--- src/rtl/bp_pkg.sv ---
// Shared constants and types for the tagged branch target buffer.
// Counter encoding runs from strongly not-taken (00) up to strongly taken (11).
package bp_pkg;

    localparam logic [1:0] CTR_SNT = 2'b00;
    localparam logic [1:0] CTR_WNT = 2'b01;
    localparam logic [1:0] CTR_WT  = 2'b10;
    localparam logic [1:0] CTR_ST  = 2'b11;

    localparam int MODE_SAT  = 0;
    localparam int MODE_HYST = 1;

    // Control bits of a resolved instruction; PC-width fields stay as
    // separate ports because their width is a per-instance parameter.
    typedef struct packed {
        logic valid;
        logic is_jump;
        logic taken;
        logic pred_taken;
    } bp_upd_t;

endpackage

--- src/rtl/bp_counter.sv ---
// Next-state function of one 2-bit direction counter.
// An unconditional jump always lands on strongly taken, whatever the policy.
module bp_counter
    import bp_pkg::*;
#(
    parameter int MODE = MODE_SAT
) (
    input  logic [1:0] ctr,
    input  logic       taken,
    input  logic       is_jump,
    output logic [1:0] ctr_next
);

    always_comb begin
        ctr_next = ctr;
        if (is_jump) begin
            ctr_next = CTR_ST;
        end else if (MODE == MODE_HYST) begin
            // Hysteresis: a single wrong outcome from a strong state only weakens it,
            // while any other wrong outcome jumps straight to the opposite strong state.
            if (taken) begin
                ctr_next = (ctr == CTR_SNT) ? CTR_WNT : CTR_ST;
            end else begin
                ctr_next = (ctr == CTR_ST) ? CTR_WT : CTR_SNT;
            end
        end else begin
            if (taken) begin
                ctr_next = (ctr == CTR_ST) ? CTR_ST : ctr + 2'd1;
            end else begin
                ctr_next = (ctr == CTR_SNT) ? CTR_SNT : ctr - 2'd1;
            end
        end
    end

endmodule

--- src/rtl/branch_predictor.sv ---
// Direct-mapped tagged branch target buffer with a per-entry direction counter.
// Combinational lookup for fetch, clocked update from branch resolution, saturating stats.
module branch_predictor
    import bp_pkg::*;
#(
    parameter int PC_W   = 16,
    parameter int IDX_W  = 6,
    parameter int MODE   = MODE_SAT,
    parameter int STAT_W = 16
) (
    input  logic              clk,
    input  logic              reset,
    input  logic [PC_W-1:0]   lookup_pc,
    output logic              pred_hit,
    output logic              pred_taken,
    output logic [PC_W-1:0]   pred_target,
    input  logic              upd_valid,
    input  logic [PC_W-1:0]   upd_pc,
    input  logic              upd_is_jump,
    input  logic              upd_taken,
    input  logic [PC_W-1:0]   upd_target,
    input  logic              upd_pred_taken,
    input  logic [PC_W-1:0]   upd_pred_target,
    output logic              mispredict,
    output logic [PC_W-1:0]   redirect_pc,
    input  logic              flush_all,
    input  logic              stat_clr,
    output logic [STAT_W-1:0] stat_updates,
    output logic [STAT_W-1:0] stat_mispredicts
);

    localparam int ENTRIES = 1 << IDX_W;
    localparam int TAG_W   = PC_W - IDX_W;
    localparam logic [STAT_W-1:0] STAT_MAX = '1;

    logic [ENTRIES-1:0] valid_reg;
    logic [ENTRIES-1:0] jump_reg;
    logic [1:0]         ctr_reg    [ENTRIES];
    logic [TAG_W-1:0]   tag_reg    [ENTRIES];
    logic [PC_W-1:0]    target_reg [ENTRIES];

    logic [STAT_W-1:0]  stat_updates_reg;
    logic [STAT_W-1:0]  stat_mispredicts_reg;

    bp_upd_t            upd;
    logic [IDX_W-1:0]   lk_idx;
    logic [TAG_W-1:0]   lk_tag;
    logic [IDX_W-1:0]   up_idx;
    logic [TAG_W-1:0]   up_tag;
    logic               upd_hit;
    logic               wr_hit;
    logic               wr_alloc;
    logic               wr_target;
    logic [1:0]         ctr_next;
    logic [ENTRIES-1:0] sel_vec;

    assign upd = '{valid: upd_valid, is_jump: upd_is_jump,
                   taken: upd_taken, pred_taken: upd_pred_taken};

    // Lookup path: tag and target are only meaningful behind a set valid bit.
    assign lk_idx      = lookup_pc[IDX_W-1:0];
    assign lk_tag      = lookup_pc[PC_W-1:IDX_W];
    assign pred_hit    = valid_reg[lk_idx] && (tag_reg[lk_idx] == lk_tag);
    assign pred_taken  = pred_hit && (jump_reg[lk_idx] || ctr_reg[lk_idx][1]);
    assign pred_target = pred_taken ? target_reg[lk_idx] : lookup_pc + PC_W'(1);

    assign mispredict  = upd.valid &&
                         ((upd.taken != upd.pred_taken) ||
                          (upd.taken && (upd_target != upd_pred_target)));
    assign redirect_pc = upd.taken ? upd_target : upd_pc + PC_W'(1);

    // Update path: a flush in the same cycle drops the table write entirely.
    assign up_idx    = upd_pc[IDX_W-1:0];
    assign up_tag    = upd_pc[PC_W-1:IDX_W];
    assign upd_hit   = valid_reg[up_idx] && (tag_reg[up_idx] == up_tag);
    assign wr_hit    = upd.valid && !flush_all && upd_hit;
    assign wr_alloc  = upd.valid && !flush_all && !upd_hit && upd.taken;
    assign wr_target = wr_alloc || (wr_hit && upd.taken);

    bp_counter #(
        .MODE (MODE)
    ) u_counter (
        .ctr      (ctr_reg[up_idx]),
        .taken    (upd.taken),
        .is_jump  (upd.is_jump),
        .ctr_next (ctr_next)
    );

    always_ff @(posedge clk or posedge reset) begin
        if (reset) begin
            valid_reg <= '0;
            jump_reg  <= '0;
            for (int i = 0; i < ENTRIES; i++) begin
                ctr_reg[i] <= CTR_SNT;
            end
        end else if (flush_all) begin
            valid_reg <= '0;
        end else if (wr_hit) begin
            ctr_reg[up_idx]  <= ctr_next;
            jump_reg[up_idx] <= upd.is_jump;
        end else if (wr_alloc) begin
            valid_reg[up_idx] <= 1'b1;
            ctr_reg[up_idx]   <= CTR_WT;
            jump_reg[up_idx]  <= upd.is_jump;
        end
    end

    // Tag and target storage carries no reset; each entry loads on its own enable.
    generate
        for (genvar gi = 0; gi < ENTRIES; gi++) begin : g_entry
            assign sel_vec[gi] = (up_idx == IDX_W'(gi));

            always_ff @(posedge clk) begin
                if (sel_vec[gi] && wr_alloc) begin
                    tag_reg[gi] <= up_tag;
                end
                if (sel_vec[gi] && wr_target) begin
                    target_reg[gi] <= upd_target;
                end
            end
        end
    endgenerate

    always_ff @(posedge clk or posedge reset) begin
        if (reset) begin
            stat_updates_reg     <= '0;
            stat_mispredicts_reg <= '0;
        end else if (stat_clr) begin
            stat_updates_reg     <= '0;
            stat_mispredicts_reg <= '0;
        end else begin
            if (upd.valid && (stat_updates_reg != STAT_MAX)) begin
                stat_updates_reg <= stat_updates_reg + STAT_W'(1);
            end
            if (mispredict && (stat_mispredicts_reg != STAT_MAX)) begin
                stat_mispredicts_reg <= stat_mispredicts_reg + STAT_W'(1);
            end
        end
    end

    assign stat_updates     = stat_updates_reg;
    assign stat_mispredicts = stat_mispredicts_reg;

endmodule

--- config.mk ---
export PLATFORM = sky130hd
export DESIGN_NAME = branch_predictor
export DESIGN_NICKNAME = d
export VERILOG_FILES = /design/src/rtl/bp_pkg.sv /design/src/rtl/bp_counter.sv /design/src/rtl/branch_predictor.sv
export SDC_FILE = /design/constraint.sdc
export NUM_CORES = 2
export LEC_CHECK = 0
export CORE_UTILIZATION = 50
export CTS_CLUSTER_SIZE = 24
export DETAILED_ROUTE_END_ITERATION = 8
export PLACE_DENSITY = 0.66
export SLEW_MARGIN = 20
export SYNTH_ARGS = -nofsm -noshare
export SYNTH_HDL_FRONTEND = slang
export SYNTH_SLANG_ARGS = --single-unit
--- constraint.sdc ---
create_clock -name clk -period 11 [get_ports clk]
set_input_delay 2.2 -clock clk [delete_from_list [all_inputs] [get_ports clk]]
set_output_delay 2.2 -clock clk [all_outputs]
set_load 0.05 [all_outputs]
**Word level (Yosys, flattened, before mapping)**

Memory sizes are Yosys's and may differ from the RTL's.
Cells that the tools add are included.

- RAM bits: 1664
- Memories kept: 2
- Input bits: 72
- Register bits after elaboration: 288

- Multiplexer cells: 669
- Bitwise operators: 7
- Add/subtract/negate cells: 6
- Order comparisons: 6
- Equality and inequality tests: 71
- Reductions and logical operators: 281

Memories:

| memory | words | bits a word | read ports | clocked after Yosys merged registers in | wr ports | line | text |
|---|---|---|---|---|---|---|---|
| target_reg | 64 | 16 | 1 | 0 | 1 | branch_predictor.sv:40 | `logic [PC_W-1:0] target_reg [ENTRIES];` |
| tag_reg | 64 | 10 | 2 | 0 | 1 | branch_predictor.sv:39 | `logic [TAG_W-1:0] tag_reg [ENTRIES];` |

Operator list:

| operator | count |
|---|---|
| 16-bit 2-to-1 mux | 69 |
| 16-bit OR reduction | 63 |
| 6-bit 2-to-1 mux | 126 |
| 10-bit 2-to-1 mux | 63 |
| 10-bit OR reduction | 63 |
| 1-bit 2-to-1 mux | 386 |
| 64-bit 2-to-1 mux | 5 |
| 128-bit 2-to-1 mux | 2 |
| 6-bit == test (second input constant) | 32 |
| 1-bit logical AND | 142 |
| 128-bit bitwise mux | 1 |
| 64-bit OR | 2 |
| 6-bit by 5-bit == test with 1-bit output (second input constant) | 16 |
| 16-bit by 1-bit adder with 16-bit output (second input constant) | 4 |
| 64-bit AND | 1 |
| 64-bit bitwise mux | 1 |
| 64-bit inverter | 1 |
| 6-bit by 4-bit == test with 1-bit output (second input constant) | 8 |
| 16-bit != test (second input constant) | 2 |
| 2-bit binary-select mux with 6-bit select | 2 |
| 6-bit by 3-bit == test with 1-bit output (second input constant) | 4 |
| 10-bit == test | 2 |
| 1-bit binary-select mux with 6-bit select | 3 |
| 2-bit 2-to-1 mux | 9 |
| other kinds (22) | 33 |

**Depth between registers and ports, before layout**

- Depth after elaboration: 74
- Gate-level depth with buffers: 22
- Depth with buffers taken out: 9

**Cells and area by module**

From an unflattened synthesis, not the netlist that was laid out.

- Cells, all modules: 5017
- Area, all modules: 85161.7 sq um

By module, submodules not included:

| module | times used | cells each | area each (sq um) | seq. area each (sq um) |
|---|---|---|---|---|
| branch_predictor | 1 | 5010 | 85125.4 | 57174.8 |
| bp_counter | 1 | 7 | 36.3 | 0.0 |

**Worst setup path after synthesis**

No wires, ideal clock.

- Kind: input to output
- Start point: input port lookup_pc[0]
- End point: output port pred_target[0]
- Data arrival time: 6.089 ns
- Path buffers: 7
- Data required time: 8.800 ns
- Setup slack: 2.711 ns
- Cell stages on the path: 15
- Path through: buf_6 -> buf_6 -> buf_6 -> buf_6 -> buf_2 -> mux2i_1 -> nor3_1 -> a211oi_1 -> nor3b_1 -> a311oi_1 -> or4_1 -> or4b_1 -> buf_2 -> buf_6 -> mux2i_1

- Longest elaborated chain between the ends: 7
- Elaborated cells on any way between the ends: 16
- Classes of those cells: 1 x add/sub; 1 x eq/ne; 8 x mux; 1 x bitwise; 3 x reduce/logical; 2 x memory

Ends and longest elaborated chain:

| what | line | text |
|---|---|---|
| from (decl) | branch_predictor.sv:13 | `input logic [PC_W-1:0] lookup_pc,` |
| branches (longest 6 deep; another with memory read 64 x 10 bit) | n/a |  |
| 16-bit 2-to-1 mux (*) | branch_predictor.sv:65 | `assign pred_target = pred_taken ? target_reg[lk_idx] : lookup_pc + PC_W'(1);` |
| to (decl) | branch_predictor.sv:16 | `output logic [PC_W-1:0] pred_target,` |

Every way passes the cells marked *. The select of a mux whose other input is x is not followed.

**Final worst setup path**

- Start point: input port lookup_pc[0]
- End point: output port pred_hit

- Longest elaborated chain between the ends: 3
- Elaborated cells on any way between the ends: 5
- Classes of those cells: 1 x eq/ne; 2 x mux; 1 x reduce/logical; 1 x memory

Ends and longest elaborated chain:

| what | line | text |
|---|---|---|
| memory read 64 x 10 bit or 1-bit binary-select mux with 6-bit select (tied branches) | n/a |  |
| 10-bit == test or 1-bit 2-to-1 mux (tied branches) | branch_predictor.sv:63 | `assign pred_hit = valid_reg[lk_idx] && (tag_reg[lk_idx] == lk_tag);` |
| 1-bit logical AND (*) | branch_predictor.sv:63 |  |
| to (decl) | branch_predictor.sv:14 | `output logic pred_hit,` |

Mark *: on every way between the ends. The rest lies on a longest branch, timed or not. The select of a mux whose other input is x is not followed.

==> results.sh <==
export IMPL_outcome="finished with violations"
export IMPL_violations="design-rule violations"
export IMPL_irDropWorstVdd_mv=0.146
export IMPL_crit_path_frequent_cell="mux4_2"
export IMPL_area_growth_pct=12.4
export IMPL_crit_path_top_delay_cell="nor4_1"
export IMPL_crit_fanout=71
export IMPL_start_kind="primary input"
export IMPL_synth_main_ff_cell="edfxtp_1"
export IMPL_synthArstFlopShare=0.148
export IMPL_cts_sinks=1952
export IMPL_hold_violations=0
export IMPL_yosysWarnings=0
export IMPL_place_congestion=1.01
export IMPL_wl_per_cell_um=37.7
export IMPL_critical_path_required_ns=8.80
export IMPL_maxCapViolCount=0
export IMPL_cts_path_max_buffers=3
export IMPL_crit_path_max_incr_delay_ns=0.87
export IMPL_htreeDepth=4
export IMPL_cts_setup_buffers=0
export IMPL_drt_total_wl_mm=314
export IMPL_yosysSeqAreaShare=0.634
export IMPL_cts_tree="yes"
export IMPL_rows=155
export IMPL_antenna_found_initial=14
export IMPL_syn_nets=5743
export IMPL_synth_most_common_cell="edfxtp_1"
export IMPL_tightestPinTransition_ns=1.30
export IMPL_setup_tns_ns=0
export IMPL_cts_root_buf="clkbuf_16"
export IMPL_grt_ovfl_total=0
export IMPL_synth_cell_type_count=95
export IMPL_drc=1
export IMPL_slew_viol_final=0
export IMPL_final_seq_area_mm2=0.0572
export IMPL_grt_pass1_wl_mm=438
export IMPL_track_usage=0.344
export IMPL_final_cells=8331
export IMPL_nets=5876
export IMPL_crit_chain="buf_8, mux4_2, mux4_2, a211oi_1, nor3b_1, a311oi_1, or4_1, nor4_1, buf_4, clkdlybuf4s50_1"
export IMPL_initial_core_util=0.504
export IMPL_finClkSkew_ns=0.0557
export IMPL_critPathKind="in2out"
export IMPL_io_pins=139
export IMPL_ys_seq_elements=1952
export IMPL_grt_pass1_vias=56800
export IMPL_min_period_over_period=0.899
export IMPL_die_w_um=427
export IMPL_relSlewSlack=0.131
export IMPL_vias_per_cell=7.14
export IMPL_period_needed_ns=9.89
export IMPL_dr_pass1_iters=9
export IMPL_vias=59400
export IMPL_synthTopCellsByArea="edfxtp_1 55%, mux4_2 15%, dfrtp_1 8.0%"
export IMPL_place_inst=7950
export IMPL_clkTransAtPathRegs_ns=0.06
export IMPL_powerDensity_mw_per_mm2=163
export IMPL_dp_hpwl_mm=196
export IMPL_synth_area_mm2=0.0902
export IMPL_die_height_um=427
export IMPL_core_mm2=0.179
export IMPL_critPathBufInv=3
export IMPL_rsz0062_at_grt="no"
export IMPL_grt_max_degree=178
export IMPL_synth_top_cell_area_share=0.554
export IMPL_numCtsBuffers=199
export IMPL_critPathArrivalTime_ns=7.69
export IMPL_synthTopCellsByCount="1664 x edfxtp_1, 599 x mux4_2, 501 x nor2_1, 344 x nand2_1, 288 x dfrtp_1"
export IMPL_clock_latency_ns=0.88
export IMPL_drt_initial_drc_count=10300
export IMPL_synth_cells=5664
export IMPL_setup_slack_ns=1.11
export IMPL_avgSynthCellArea_um2=15.9
export IMPL_crit_path_end_kind="primary output"
export IMPL_ant_nets=0
export IMPL_fmax_mhz=101
export IMPL_largest_reg_flops=1024
export IMPL_dp_slack_ns=1.36
export IMPL_drive_above_1_share=0.245
export IMPL_fillers=13700
export IMPL_synth_edff_count=1664
export IMPL_yosys_area_top_type="edfxtp_1"
export IMPL_p_leak_nw=33.0
export IMPL_port_buffers=138
export IMPL_multiInputGateArea_mm2=0.0308
export IMPL_hold_path_class="reg2reg"
export IMPL_critical_path_top_delay_family="simple AND/OR/NAND/NOR gates"
export IMPL_setup_viol=0
export IMPL_cts_resized=0
export IMPL_postCtsHoldBufs=0
export IMPL_dieArea_mm2=0.182
-- final timing paths --
check / from / to / slack, ns / cells after the start
worst min register to register: ctr_reg[12]$_DFFE_PP0P_ / ctr_reg[12]$_DFFE_PP0P_ / 0.54 / 2
min in group asynchronous: reset / ctr_reg[124]$_DFFE_PP0P_ / 1.91 / 2
worst min-delay path: ctr_reg[12]$_DFFE_PP0P_ / ctr_reg[12]$_DFFE_PP0P_ / 0.54 / 2
worst max-delay path: lookup_pc[0] / pred_hit / 1.11 / 10
max in group asynchronous: reset / jump_reg[50]$_DFFE_PP0P_ / 7.59 / 4
worst max register to register: tag_reg[63][4]$_DFFE_PP_ / tag_reg[34][6]$_DFFE_PP_ / 5.14 / 10
-- area by class of cell --
class,instances,area share
sequential,1952,0.564
timing repair buffer,384,0.0332
multi-input combinational,3175,0.304
clock inverter,122,0.0141
antenna,12,0.000296
clock buffer,246,0.0523
inverter,85,0.00327
tap,2355,0.0291
-- per-layer routing --
metal / vias to the layer above / part of all wire / GRT usage
li1: 23300 / - / -
met1: 30700 / 0.35 / 0.447
met2: 4496 / 0.46 / 0.525
met3: 962 / 0.12 / 0.0879
met4: 8 / 0.071 / 0.203
met5: - / 0.00019 / 0
-- worst register-to-register path, delay by kind of cell (launching register included) --
kind / cells / cell delay (ns)
AOI/OAI and AO/OA: 4 / 2.32
and+or+nand+nor: 4 / 1.96
muxes: 1 / 0.56
DFF: 1 / 0.39
buffers and inverters: 1 / 0.35
-- cells by family after synthesis --
family / count (synthesis) / synth area share
flops: 1952 / 0.634
simple gates: 1343 / 0.0690
compound gates: 893 / 0.0801
mux: 852 / 0.179
buf+inv: 537 / 0.0290
xor+xnor: 80 / 0.00777
fa+ha+maj: 7 / 0.000971
-- power breakdown --
group	internal [mW]	switching (mW)	leakage (nW)	total, mW
logic	0.439	0.991	11.0	1.43
clock network	3.98	3.04	3.27	7.02
registers	8.05	0.00842	18.6	8.06
total	12.5	4.04	33.0	16.5
-- layout by cell type, fill, tap and decap left out, types with 28 or more instances in the layout --
cell	count
a21oi_1	71
a221oi_1	94
a22oi_1	85
buf_2	32
buf_4	239
clkbuf_1	35
clkbuf_16	201
clkdlybuf4s50_1	82
clkinv_1	41
clkinv_2	35
dfrtp_1	288
edfxtp_1	1664
inv_1	79
mux2_2	58
mux2i_1	186
mux4_2	599
nand2_1	343
nand3_1	120
nand4_1	88
nor2_1	403
nor2_2	92
nor2b_1	86
nor3_1	56
o21ai_0	60
o21ai_1	58
o22ai_1	72
o2bb2ai_1	70
o311ai_0	28
o311ai_1	36
o32ai_1	29
o41ai_1	62
o41ai_2	60
xnor2_1	46
xor2_1	33
-- stage by stage --
stage	cell area [um^2]	power (mW)	hold WS [ns]	utilization
finish	101000	16.5	0.539	0.567
global route	101000	16.8	0.560	0.567
CTS	101000	16.5	0.530	0.566
detailed placement	94500	9.61	0.520	0.529
global placement	94500	9.59	0.510	0.529
floorplan	90200	9.01	0.489	-
No activity file was read; power rests on OpenSTA's default activity.
